[config.mk]
export PLATFORM = sky130hd
export DESIGN_NAME = fft_input_loader
export DESIGN_NICKNAME = d
export VERILOG_FILES = /design/src/rtl/fft_pkg.sv /design/src/rtl/fft_input_loader.sv
export SDC_FILE = /design/constraint.sdc
export NUM_CORES = 1
export LEC_CHECK = 0
export BUFFER_PORTS_ARGS = -buffer_cell sky130_fd_sc_hd__buf_2
export CORE_ASPECT_RATIO = 1.1
export CORE_MARGIN = 10
export CORE_UTILIZATION = 52
export DETAILED_ROUTE_END_ITERATION = 7
export PLACE_DENSITY = 0.93
export SYNTH_ARGS = -nofsm -noshare
export SYNTH_HDL_FRONTEND = slang
export SYNTH_SLANG_ARGS = --single-unit
[constraint.sdc]
create_clock -name i_clk -period 3.71 [get_ports i_clk]
set_clock_uncertainty 0.05 [all_clocks]
set_input_delay 0.1855 -clock i_clk [delete_from_list [all_inputs] [get_ports i_clk]]
set_output_delay 0.1855 -clock i_clk [all_outputs]
set_load 0.01 [all_outputs]
[src/rtl/fft_pkg.sv]
// Shared FFT definitions: frame geometry, sample/address types, loader states
// and the bit-reversal helper used by both the input loader and the FFT address generator.
package fft_pkg;

    localparam int unsigned N_POINTS = 512;
    localparam int unsigned ADDR_W   = 9;
    localparam int unsigned DATA_W   = 16;

    typedef logic signed [DATA_W-1:0] sample_t;
    typedef logic [ADDR_W-1:0]        addr_t;

    typedef enum logic [1:0] {
        IDLE,
        LOAD,
        DONE
    } loader_state_t;

    function automatic addr_t bitrev(input addr_t a);
        addr_t r;
        r = '0;
        for (int unsigned i = 0; i < ADDR_W; i++) begin
            r[i] = a[ADDR_W-1-i];
        end
        return r;
    endfunction

endpackage

[src/rtl/fft_input_loader.sv]
// Streams one frame of signed ADC samples into the FFT sample BRAM, scaling each
// sample to the BRAM word width and writing at bit-reversed addresses.
module fft_input_loader #(
    parameter int unsigned N_POINTS = 512,
    parameter int unsigned ADDR_W   = 9,
    parameter int unsigned IN_W     = 12,
    parameter int unsigned DATA_W   = 16,
    parameter int unsigned GUARD    = 2,
    parameter bit          BIT_REV  = 1'b1
) (
    input  logic              i_clk,
    input  logic              i_rst,
    input  logic              i_start,
    input  logic              i_smp_valid,
    input  logic [IN_W-1:0]   i_smp_data,
    output logic              o_smp_ready,
    output logic              o_wr_en,
    output logic [ADDR_W-1:0] o_wr_addr,
    output logic [DATA_W-1:0] o_wr_data,
    output logic              o_busy,
    output logic              o_frame_done,
    output logic              o_overrun
);

    import fft_pkg::*;

    localparam int unsigned SHIFT = DATA_W - IN_W - GUARD;

    if (IN_W + GUARD > DATA_W) begin : g_width_check
        $error("fft_input_loader: IN_W + GUARD exceeds DATA_W");
    end
    if (N_POINTS != (1 << ADDR_W)) begin : g_size_check
        $error("fft_input_loader: N_POINTS must equal 2**ADDR_W");
    end

    loader_state_t state_q, state_d;

    logic [ADDR_W-1:0]        k_q, k_d;
    logic                     wr_en_q, wr_en_d;
    logic [ADDR_W-1:0]        wr_addr_q, wr_addr_d;
    logic signed [DATA_W-1:0] wr_data_q, wr_data_d;
    logic                     overrun_q, overrun_d;

    logic                     smp_ready;
    logic                     accept;
    logic [ADDR_W-1:0]        map_addr;
    logic signed [DATA_W-1:0] smp_ext;
    logic signed [DATA_W-1:0] smp_scaled;

    // The shared package helper only covers the default geometry; other widths reverse locally.
    if (!BIT_REV) begin : g_linear
        always_comb map_addr = k_q;
    end else if (ADDR_W == fft_pkg::ADDR_W) begin : g_bitrev_pkg
        always_comb map_addr = bitrev(k_q);
    end else begin : g_bitrev_local
        always_comb begin
            map_addr = '0;
            for (int unsigned i = 0; i < ADDR_W; i++) begin
                map_addr[i] = k_q[ADDR_W-1-i];
            end
        end
    end

    always_comb begin
        smp_ext    = DATA_W'($signed(i_smp_data));
        smp_scaled = smp_ext <<< SHIFT;
    end

    always_comb begin
        state_d   = state_q;
        k_d       = k_q;
        wr_en_d   = 1'b0;
        wr_addr_d = wr_addr_q;
        wr_data_d = wr_data_q;
        overrun_d = overrun_q;

        smp_ready = (state_q == LOAD);
        accept    = i_smp_valid && smp_ready;

        if (i_smp_valid && !smp_ready) begin
            overrun_d = 1'b1;
        end

        case (state_q)
            IDLE: begin
                if (i_start) begin
                    k_d       = '0;
                    overrun_d = 1'b0;
                    state_d   = LOAD;
                end
            end
            LOAD: begin
                if (accept) begin
                    wr_en_d   = 1'b1;
                    wr_addr_d = map_addr;
                    wr_data_d = smp_scaled;
                    if (k_q == ADDR_W'(N_POINTS - 1)) begin
                        state_d = DONE;
                    end else begin
                        k_d = k_q + 1'b1;
                    end
                end
            end
            DONE: begin
                state_d = IDLE;
            end
            default: begin
                state_d = IDLE;
            end
        endcase
    end

    always_ff @(posedge i_clk) begin
        if (i_rst) begin
            state_q   <= IDLE;
            k_q       <= '0;
            wr_en_q   <= 1'b0;
            wr_addr_q <= '0;
            wr_data_q <= '0;
            overrun_q <= 1'b0;
        end else begin
            state_q   <= state_d;
            k_q       <= k_d;
            wr_en_q   <= wr_en_d;
            wr_addr_q <= wr_addr_d;
            wr_data_q <= wr_data_d;
            overrun_q <= overrun_d;
        end
    end

    always_comb begin
        o_smp_ready  = smp_ready;
        o_wr_en      = wr_en_q;
        o_wr_addr    = wr_addr_q;
        o_wr_data    = wr_data_q;
        o_busy       = (state_q != IDLE);
        o_frame_done = (state_q == DONE);
        o_overrun    = overrun_q;
    end

endmodule

==> flow_summary.json, run 1 <==
{
  "outcome": "finished, final reports clean",
  "synthFlopType": "dfxtp_1",
  "io-pin-count": 46,
  "cts_tree": "yes",
  "grt_antenna_before_repair": 0,
  "synth-seq-cells": 34,
  "path_class": "flop to flop",
  "numClockSinks": 34,
  "worstSetupStartpointType": "flop",
  "syn_area_sq_um": 1350,
  "yosysTopAreaCell": "dfxtp_1",
  "finalWorstSetupSlack_ns": 1.55,
  "drive_above_1_share_pct": 25.7,
  "netlist_instances": 163,
  "ir_drop_v": 0.000418,
  "finalSetupTns_ns": 0,
  "postRouteAntennaNets": 0,
  "via_count": 1196,
  "grt_max_degree": 28,
  "syn_to_final_growth_pct": 19.7,
  "clock.fmax_mhz": 462,
  "die-area_sq_um": 5030,
  "synth_most_common_cell": "nand2_1",
  "period_minus_slack_ns": 2.16,
  "synthArstFlopShare_pct": 0,
  "drcViolationCount": 0,
  "finalSetupViolCount": 0,
  "grt_overflow": 0,
  "fin_nets": 219,
  "grt_pass1_vias": 1168,
  "synth_edf_count": 0,
  "leakage_nw": 0.690,
  "groute.usage.overall_pct": 12.8,
  "pre_cts_ws_ns": 1.58,
  "first_pass_iters": 4,
  "ys_warn_count": 0,
  "seq_area_frac_synth_pct": 50.5,
  "rsz0062_at_grt": "false",
  "synth_commonest_cells": "45 x nand2_1, 34 x dfxtp_1, 24 x a21oi_1, 10 x nor2_1, 6 x clkbuf_1",
  "die_x_microns": 68.5,
  "netlist-cell-type-count": 31,
  "cts.path.max_buffers": 2,
  "cp.required_ns": 3.94,
  "r2r_start": "k_q[0]",
  "portBuffers": 43,
  "diodes": 0,
  "min_from": "i_smp_data[7]",
  "postCtsResizedCells": 0,
  "min_period_over_period_pct": 58.3,
  "gp_congestion": 0.874,
  "hpwl_microns": 2220,
  "path_clk_slew_ns": 0.10,
  "design.core.area_sq_um": 2500,
  "fp.dieH_microns": 73.4,
  "crit_path_max_fanout": 6,
  "drt_iter0_markers": 51,
  "cp-end-kind": "flop",
  "arrival_ns": 2.39,
  "rows": 19,
  "final_max_slew_viol_count": 0,
  "post_drt_wl_per_cell_microns": 12.9,
  "p_per_area_nw_per_um2": 430,
  "hold_violations": 0,
  "insertion_delay_ns": 0.34,
  "hp-class": "input port to flop",
  "tightest_slew_ns": 0.756,
  "netlist.area_leader.share_pct": 50.5,
  "post_cts_buffers": 0,
  "root_buffer": "clkbuf_4",
  "synth_area_leaders": "dfxtp_1 51%, nand2_1 13%, a21oi_1 8.9%, nor2_1 2.8%, buf_4 2.2%",
  "grt_pass1_wl_microns": 4990,
  "synth_area_per_cell_sq_um": 8.27,
  "vias_per_cell": 5.13,
  "drv_cap": 0,
  "slew-limit-headroom_pct": 49.5,
  "initial_core_util_pct": 54.0,
  "cts_made_buffers": 5,
  "fin_util_pct": 64.6,
  "ctsHoldBuffers": 0,
  "htreeDepth": 2,
  "startpoint": "k_q[0]",
  "wl_microns": 3020
}
-- routing by layer --
layer / wire, microns / track usage (%) / vias to the layer above
met1: 1170 / 11.8 / 542
met5: 0 / 0 / -
met2: 1420 / 21.4 / 35
li1: - / - / 615
met3: 392 / 8.97 / 4
met4: 36 / 4.70 / 0
-- layout by cell type, fill, tap and decap left out --
cell	netlist	final
nand2_1	45	45
buf_2	3	43
dfxtp_1	34	34
a21oi_1	24	24
nor2_1	10	10
clkbuf_4	0	5
nor2b_1	3	3
nand4b_1	3	3
xnor2_1	3	3
nand3_1	2	2
nor3_1	2	2
a22o_1	2	2
o21ai_0	2	2
and2_1	2	2
a211oi_1	2	2
ha_1	2	2
conb_1	1	2
clkbuf_1	6	2
or2_2	1	1
nand4_1	1	1
nor3b_1	1	1
or2_1	1	1
nand2b_1	1	1
nand3b_2	1	1
inv_1	1	1
a211o_1	1	1
xor2_1	1	1
mux2_2	1	1
or3_1	1	1
o211ai_1	1	1
or4_1	1	1
bufinv_16	0	1
-- cell families after synthesis --
family | synth area share (%)
compound gates | 13.3
xor+xnor | 2.60
fa+ha+maj | 1.86
buf+inv | 5.29
flops | 50.5
mux | 0.836
other cells | 0.278
simple gates | 25.4
-- path summary, 6_finish.rpt --
kind,end,slack [ns],cells past startpoint
setup reg to reg,k_q[4],1.55,8
hold reg to reg,o_wr_addr[7],0.41,2
setup / recovery,k_q[4],1.55,8
hold / removal,o_wr_data[9],0.02,3
-- sequential cells by signal, indices dropped and copies added (netlist names) --
signal,flops
state_q,2
o_wr_addr,9
o_wr_data,12
o_overrun,1
k_q,9
o_wr_en,1
-- power breakdown --
| part | switching, mW | leakage, nW | internal [mW] |
|---|---|---|---|
| logic | 0.0334 | 0.375 | 0.0204 |
| clock network | 0.118 | 0.0395 | 0.143 |
| registers | 0.00561 | 0.276 | 0.373 |
-- per-stage QoR --
step                instances  cell area, sq um  hold slack, ns  total power, mW
floorplan                 164              1350           0.271            0.422
global placement          225              1540           0.376            0.440
detailed placement        225              1540           0.385            0.442
CTS                       233              1610          0.0109            0.701
global route              233              1610          0.0102            0.727
finish                    233              1610          0.0246            0.693
-- cell type report --
cell class,count,area [sq um]
inverter,1,3.75
timing repair buffer,43,215
multi-input combinational,116,599
fill,254,883
clock inverter,1,30.0
clock buffer,7,45.0
sequential,34,681
tap,31,38.8
-- critical path: stages, from the launching register on --
cell and delay, ns:
dfxtp_1 0.37, ha_1 0.23, nand3_1 0.09, nor2_1 0.05, ha_1 0.22, nand3b_2 0.26
a211o_1 0.37, or4_1 0.40, nand2_1 0.07
(Power assumes the default switching activity.)
==> run 2, diff against run 1 <==
- ABC_AREA: not set -> 1
- CORE_UTILIZATION: 52 -> 49
- PLACE_DENSITY: 0.93 -> 0.89
- clock period: 3.71 -> 2 ns (I/O delays scaled with it)
==> flow_summary.json, run 2 <==
{
  "grt_antenna_before_repair": 1,
  "grt_pass1_wl_microns": 6250,
  "mostFrequentLayoutCells": "43 x buf_2, 42 x nand2_1, 34 x dfxtp_1",
  "postRouteAntennaNets": 0,
  "portBuffers": 43,
  "min_period_over_period_pct": 91.1,
  "drcViolationCount": 0,
  "cp.required_ns": 2.19,
  "leakage_nw": 0.840,
  "synthArstFlopShare_pct": 0,
  "seq_area_frac_synth_pct": 48.2,
  "r2r_start": "k_q[0]",
  "largest_reg_flops": 12,
  "wl_microns": 3910,
  "ys_warn_count": 0,
  "via_count": 1440,
  "drv_cap": 0,
  "crit_path_max_fanout": 14,
  "placed_area_sq_um": 1660,
  "synth_edf_count": 0,
  "cts_made_buffers": 5,
  "hold_ws_ns": 0.0214,
  "syn_area_sq_um": 1410,
  "grt_pass1_vias": 1301,
  "finalInstanceArea_sq_um": 1860,
  "final_max_slew_viol_count": 0,
  "io-pin-count": 46,
  "hpwl_microns": 2460,
  "drt_iter0_markers": 116,
  "numClockSinks": 34,
  "post_drt_wl_per_cell_microns": 13.6,
  "drive_above_1_share_pct": 25.7,
  "register_area_sq_um": 681,
  "finalWorstSetupSlack_ns": 0.178,
  "design.core.area_sq_um": 2780,
  "post_cts_buffers": 0,
  "rows": 20,
  "layout_commonest_cell": "buf_2",
  "ir_drop_v": 0.000411,
  "finalSetupTns_ns": 0,
  "worstSetupStartpointType": "flop",
  "die_x_microns": 71.2,
  "dp.cells": 266,
  "first_pass_iters": 4,
  "fillers": 241,
  "startpoint": "k_q[0]",
  "slew-limit-headroom_pct": 66.1,
  "grt_max_degree": 29,
  "tightest_slew_ns": 0.509,
  "synth-seq-cells": 34,
  "syn_to_final_growth_pct": 31.4,
  "synth_most_common_cell": "nand2_1",
  "cts_tree": "yes",
  "fp.dieH_microns": 76.3,
  "fin_nets": 270,
  "groute.usage.overall_pct": 14.0,
  "netlist-cell-type-count": 17,
  "synth_area_per_cell_sq_um": 7.28,
  "cts.path.max_buffers": 2,
  "fin_util_pct": 66.8,
  "synthFlopType": "dfxtp_1",
  "crit_end": "k_q[4]",
  "finalSetupViolCount": 0,
  "gp_congestion": 0.874,
  "period_minus_slack_ns": 1.82,
  "rrSetupSlack_ns": 0.18,
  "netlist.area_leader.share_pct": 48.2,
  "ff2ff_path_depth": 11,
  "initial_core_util_pct": 50.9,
  "root_buffer": "clkbuf_4",
  "cp-end-kind": "flop",
  "worstReg2RegEnd": "k_q[4]",
  "path_class": "flop to flop",
  "hp-class": "input port to flop",
  "htreeDepth": 2,
  "path_clk_slew_ns": 0.10,
  "finalPower_mw": 1.26,
  "fin_cells": 287,
  "clock.fmax_mhz": 549,
  "die-area_sq_um": 5430,
  "insertion_delay_ns": 0.33,
  "vias_per_cell": 5.02,
  "synth_commonest_cells": "42 x nand2_1, 34 x dfxtp_1, 31 x nand3_1, 29 x a21oi_1, 17 x nor2_1",
  "yosysTopAreaCell": "dfxtp_1",
  "hold_violations": 0,
  "synth_area_leaders": "dfxtp_1 48%, nand2_1 11%, nand3_1 11%, a21oi_1 10%, nor2_1 4.5%",
  "multiInputGateArea_sq_um": 608,
  "grt_overflow": 0,
  "pre_cts_ws_ns": 0.0436,
  "arrival_ns": 2.01,
  "outcome": "finished, final reports clean",
  "netlist_instances": 194,
  "rsz0062_at_grt": "false",
  "p_per_area_nw_per_um2": 679
}
## run 2: changes by cell type in the layout (fill, tap and decap cells not counted), moves of 3 or more
cell           previous run  this run
inv_2                     0         4
dlygate4sd3_1             0        12
buf_4                     0         9
a21oi_1                  24        29
nand4b_1                  3         0
nor2b_1                   3         0
nand2_1                  45        42
nor2_1                   10        17
inv_1                     1        12
xnor2_1                   3         0
nand3_1                   2        31
## run 2: power by group
part,total (mW),internal (mW),switching [mW]
registers,0.703,0.693,0.00949
logic,0.168,0.0656,0.103
clock network,0.389,0.170,0.219
total,1.26,0.929,0.331
## run 2: cell type report
class                           count  area share, %
Sequential cell                    34           36.7
Inverter                           16           3.24
Tap cell                           33           2.23
Clock inverter                      1          0.270
Antenna cell                        1          0.135
Clock buffer                        7           2.97
Multi-Input combinational cell    131           32.8
Timing Repair Buffer               64           21.7
## run 2: worst min path at each step
stage               slack [ns]          start  cells after the start           end
floorplan                 0.21  i_smp_data[0]                      2  o_wr_data[2]
global placement          0.32  i_smp_data[7]                      3  o_wr_data[9]
detailed placement        0.33  i_smp_data[2]                      3  o_wr_data[4]
CTS                      0.005        i_start                      3    state_q[0]
global route              0.03        i_start                      3    state_q[0]
finish                    0.02        i_start                      3    state_q[0]
## run 2: logic make-up (layout without fill, tap and decap cells)
group / after synthesis / after routing / synth area share, %
AOI/OAI and AO/OA: 32 / 32 / 11.3
adders and majority gates: 2 / 2 / 1.77
buffers and inverters: 30 / 88 / 9.66
DFF: 34 / 34 / 48.2
other: 1 / 3 / 0.265
and+or+nand+nor: 95 / 95 / 28.8
## run 2: per-layer routing
metal	part of all wire, %	vias to the layer above	global-route usage, %
met5	0	-	0
met4	2.7	0	7.95
met3	7.1	11	4.95
met2	52	51	23.7
met1	38	633	14.3
li1	-	745	-
## run 2: critical path, cell delays in order (launching register included)
cell and delay, ns:
dfxtp_1 0.37, ha_1 0.20, nand3_1 0.11, nor4_1 0.21, ha_1 0.20, inv_1 0.06
o21ai_2 0.16, nor2_4 0.11, inv_2 0.10, nor2_1 0.05, nor2_1 0.08, nor2_1 0.04
## run 2: what timing repair did
action,CTS,global route
endpoints found under the hold margin,12,0
resized for setup,0,4
hold buffers,12,0
endpoints found under the setup margin,0,9
==> run 3, diff against run 2 <==
- CORE_ASPECT_RATIO: 1.1 -> 0.75
==> flow_summary.json, run 3 (synthesis results as in run 2) <==
{
  "outcome": "finished, final reports clean",
  "period_minus_slack_ns": 1.79,
  "rows": 16,
  "cp_top_family": "simple AND/OR/NAND/NOR gates",
  "drcViolationCount": 0,
  "path_class": "flop to flop",
  "finalSetupViolCount": 0,
  "hp-class": "input port to flop",
  "final_max_slew_viol_count": 0,
  "p_seq_share_pct": 47.8,
  "cp.required_ns": 2.13,
  "wl_microns": 3560,
  "vias_per_cell": 5.05,
  "switching_power_uw": 352,
  "hold_violations": 0,
  "io-pin-count": 46,
  "die-area_sq_um": 5450,
  "drt_iter0_markers": 111,
  "drv_cap": 0,
  "first_pass_iters": 4,
  "grt_antenna_before_repair": 0,
  "worst-path-buf-inv": 2,
  "groute.usage.overall_pct": 13.2,
  "power_frac_comb_pct": 10.8,
  "layout_commonest_cell": "buf_2",
  "ir_drop_v": 0.000564,
  "fillers": 229,
  "die_x_microns": 82,
  "syn_to_final_growth_pct": 27.2,
  "p_per_area_nw_per_um2": 818,
  "critPathMostFrequentCell": "ha_1",
  "crit_path_max_fanout": 8,
  "cts_made_buffers": 5,
  "design.core.area_sq_um": 2680,
  "cts_tree": "yes",
  "cp-end-kind": "flop",
  "clock.fmax_mhz": 559,
  "drive_above_1_share_pct": 27.5,
  "tightest_slew_ns": 0.517,
  "grt_max_degree": 29,
  "arrival_ns": 1.92,
  "post_drt_wl_per_cell_microns": 12.9,
  "portBuffers": 43,
  "ctsHoldBuffers": 0,
  "via_count": 1394,
  "insertion_delay_ns": 0.28,
  "crit_path_max_incr_delay_ns": 0.34,
  "slew-limit-headroom_pct": 65.5,
  "mostFrequentLayoutCells": "43 x buf_2, 42 x nand2_1, 34 x dfxtp_1",
  "rsz0062_at_grt": "false",
  "crit_chain": "ha_1 -> nand3_1 -> nor4_2 -> ha_1 -> inv_1 -> o21ai_2 -> nor2_4 -> buf_12 -> a21oi_1 -> nor2_1",
  "root_buffer": "clkbuf_8",
  "crit_path_top_delay_cell": "dfxtp_1",
  "hpwl_microns": 2520,
  "gp_congestion": 0.795,
  "path_clk_slew_ns": 0.07,
  "swShare_pct": 23.9,
  "postRouteAntennaNets": 0,
  "cts.path.max_buffers": 2,
  "leakage_nw": 0.811,
  "numClockSinks": 34,
  "initial_core_util_pct": 52.7,
  "grt_pass1_wl_microns": 5800,
  "diodes": 0,
  "largest_reg_flops": 12,
  "grt_overflow": 0,
  "fin_util_pct": 67.0,
  "worstSetupStartpointType": "flop",
  "fp.dieH_microns": 66.5,
  "htreeDepth": 2,
  "pwr-share-clk_pct": 41.4,
  "fin_nets": 257,
  "min_period_over_period_pct": 89.5,
  "finalSetupTns_ns": 0,
  "rrSetupSlack_ns": 0.21,
  "grt_pass1_vias": 1296,
  "intPower_mw": 1.12
}
run 3: through the flow:
stage | instance area, sq um | hold WS (ns) | power, mW | instances | setup WS [ns]
floorplan | 1420 | 0.215 | 0.812 | 195 | 0.144
global placement | 1650 | 0.326 | 0.861 | 267 | 0.0862
CTS | 1770 | 0.0328 | 1.46 | 275 | 0.0402
detailed placement | 1650 | 0.330 | 0.863 | 267 | -0.0620
finish | 1800 | 0.0347 | 1.47 | 276 | 0.210
global route | 1800 | 0.0390 | 1.52 | 276 | 0.0176
run 3: repair_timing:
action                     in CTS  in global routing
setup endpoints to repair       5                  5
buffers inserted                0                  1
gates resized for setup         2                  3
pin swaps                       0                  1
run 3: final timing paths:
path                 start            to  depth (start not counted)
min          i_smp_data[5]  o_wr_data[7]                          3
max                 k_q[0]        k_q[6]                         10
max reg2reg         k_q[0]        k_q[6]                         10
min reg2reg   o_wr_data[6]  o_wr_data[6]                          2
run 3: power by group through the flow:
stage / Combinational [mW] / Clock [mW] / Sequential [mW]
floorplan: 0.0866 / 0 / 0.725
global placement: 0.144 / 0 / 0.717
detailed placement: 0.145 / 0 / 0.718
CTS: 0.148 / 0.613 / 0.703
global route: 0.177 / 0.643 / 0.704
finish: 0.159 / 0.609 / 0.703
run 3: worst min-delay path, cell delays in order:
cell     delay (ns)
buf_2          0.10
nand3_1        0.07
a21oi_1        0.06
run 3: final cells by class:
| cell class | instances | area (sq um) | area share [%] |
|---|---|---|---|
| clock buffer | 5 | 68.8 | 3.83 |
| clock inverter | 3 | 40.0 | 2.23 |
| inverter | 16 | 60.1 | 3.34 |
| multi-input combinational | 131 | 614 | 34.2 |
| sequential | 34 | 681 | 37.9 |
| tap | 36 | 45.0 | 2.51 |
| timing repair buffer | 51 | 288 | 16.0 |
run 3: metal layers:
metal | track usage, % | vias up | part of all wire (%)
met1 | 16.0 | 624 | 44
met2 | 20.8 | 51 | 46
met4 | 3.81 | 0 | 0.48
met3 | 5.50 | 2 | 9.5
met5 | 0 | - | 0
li1 | - | 717 | -
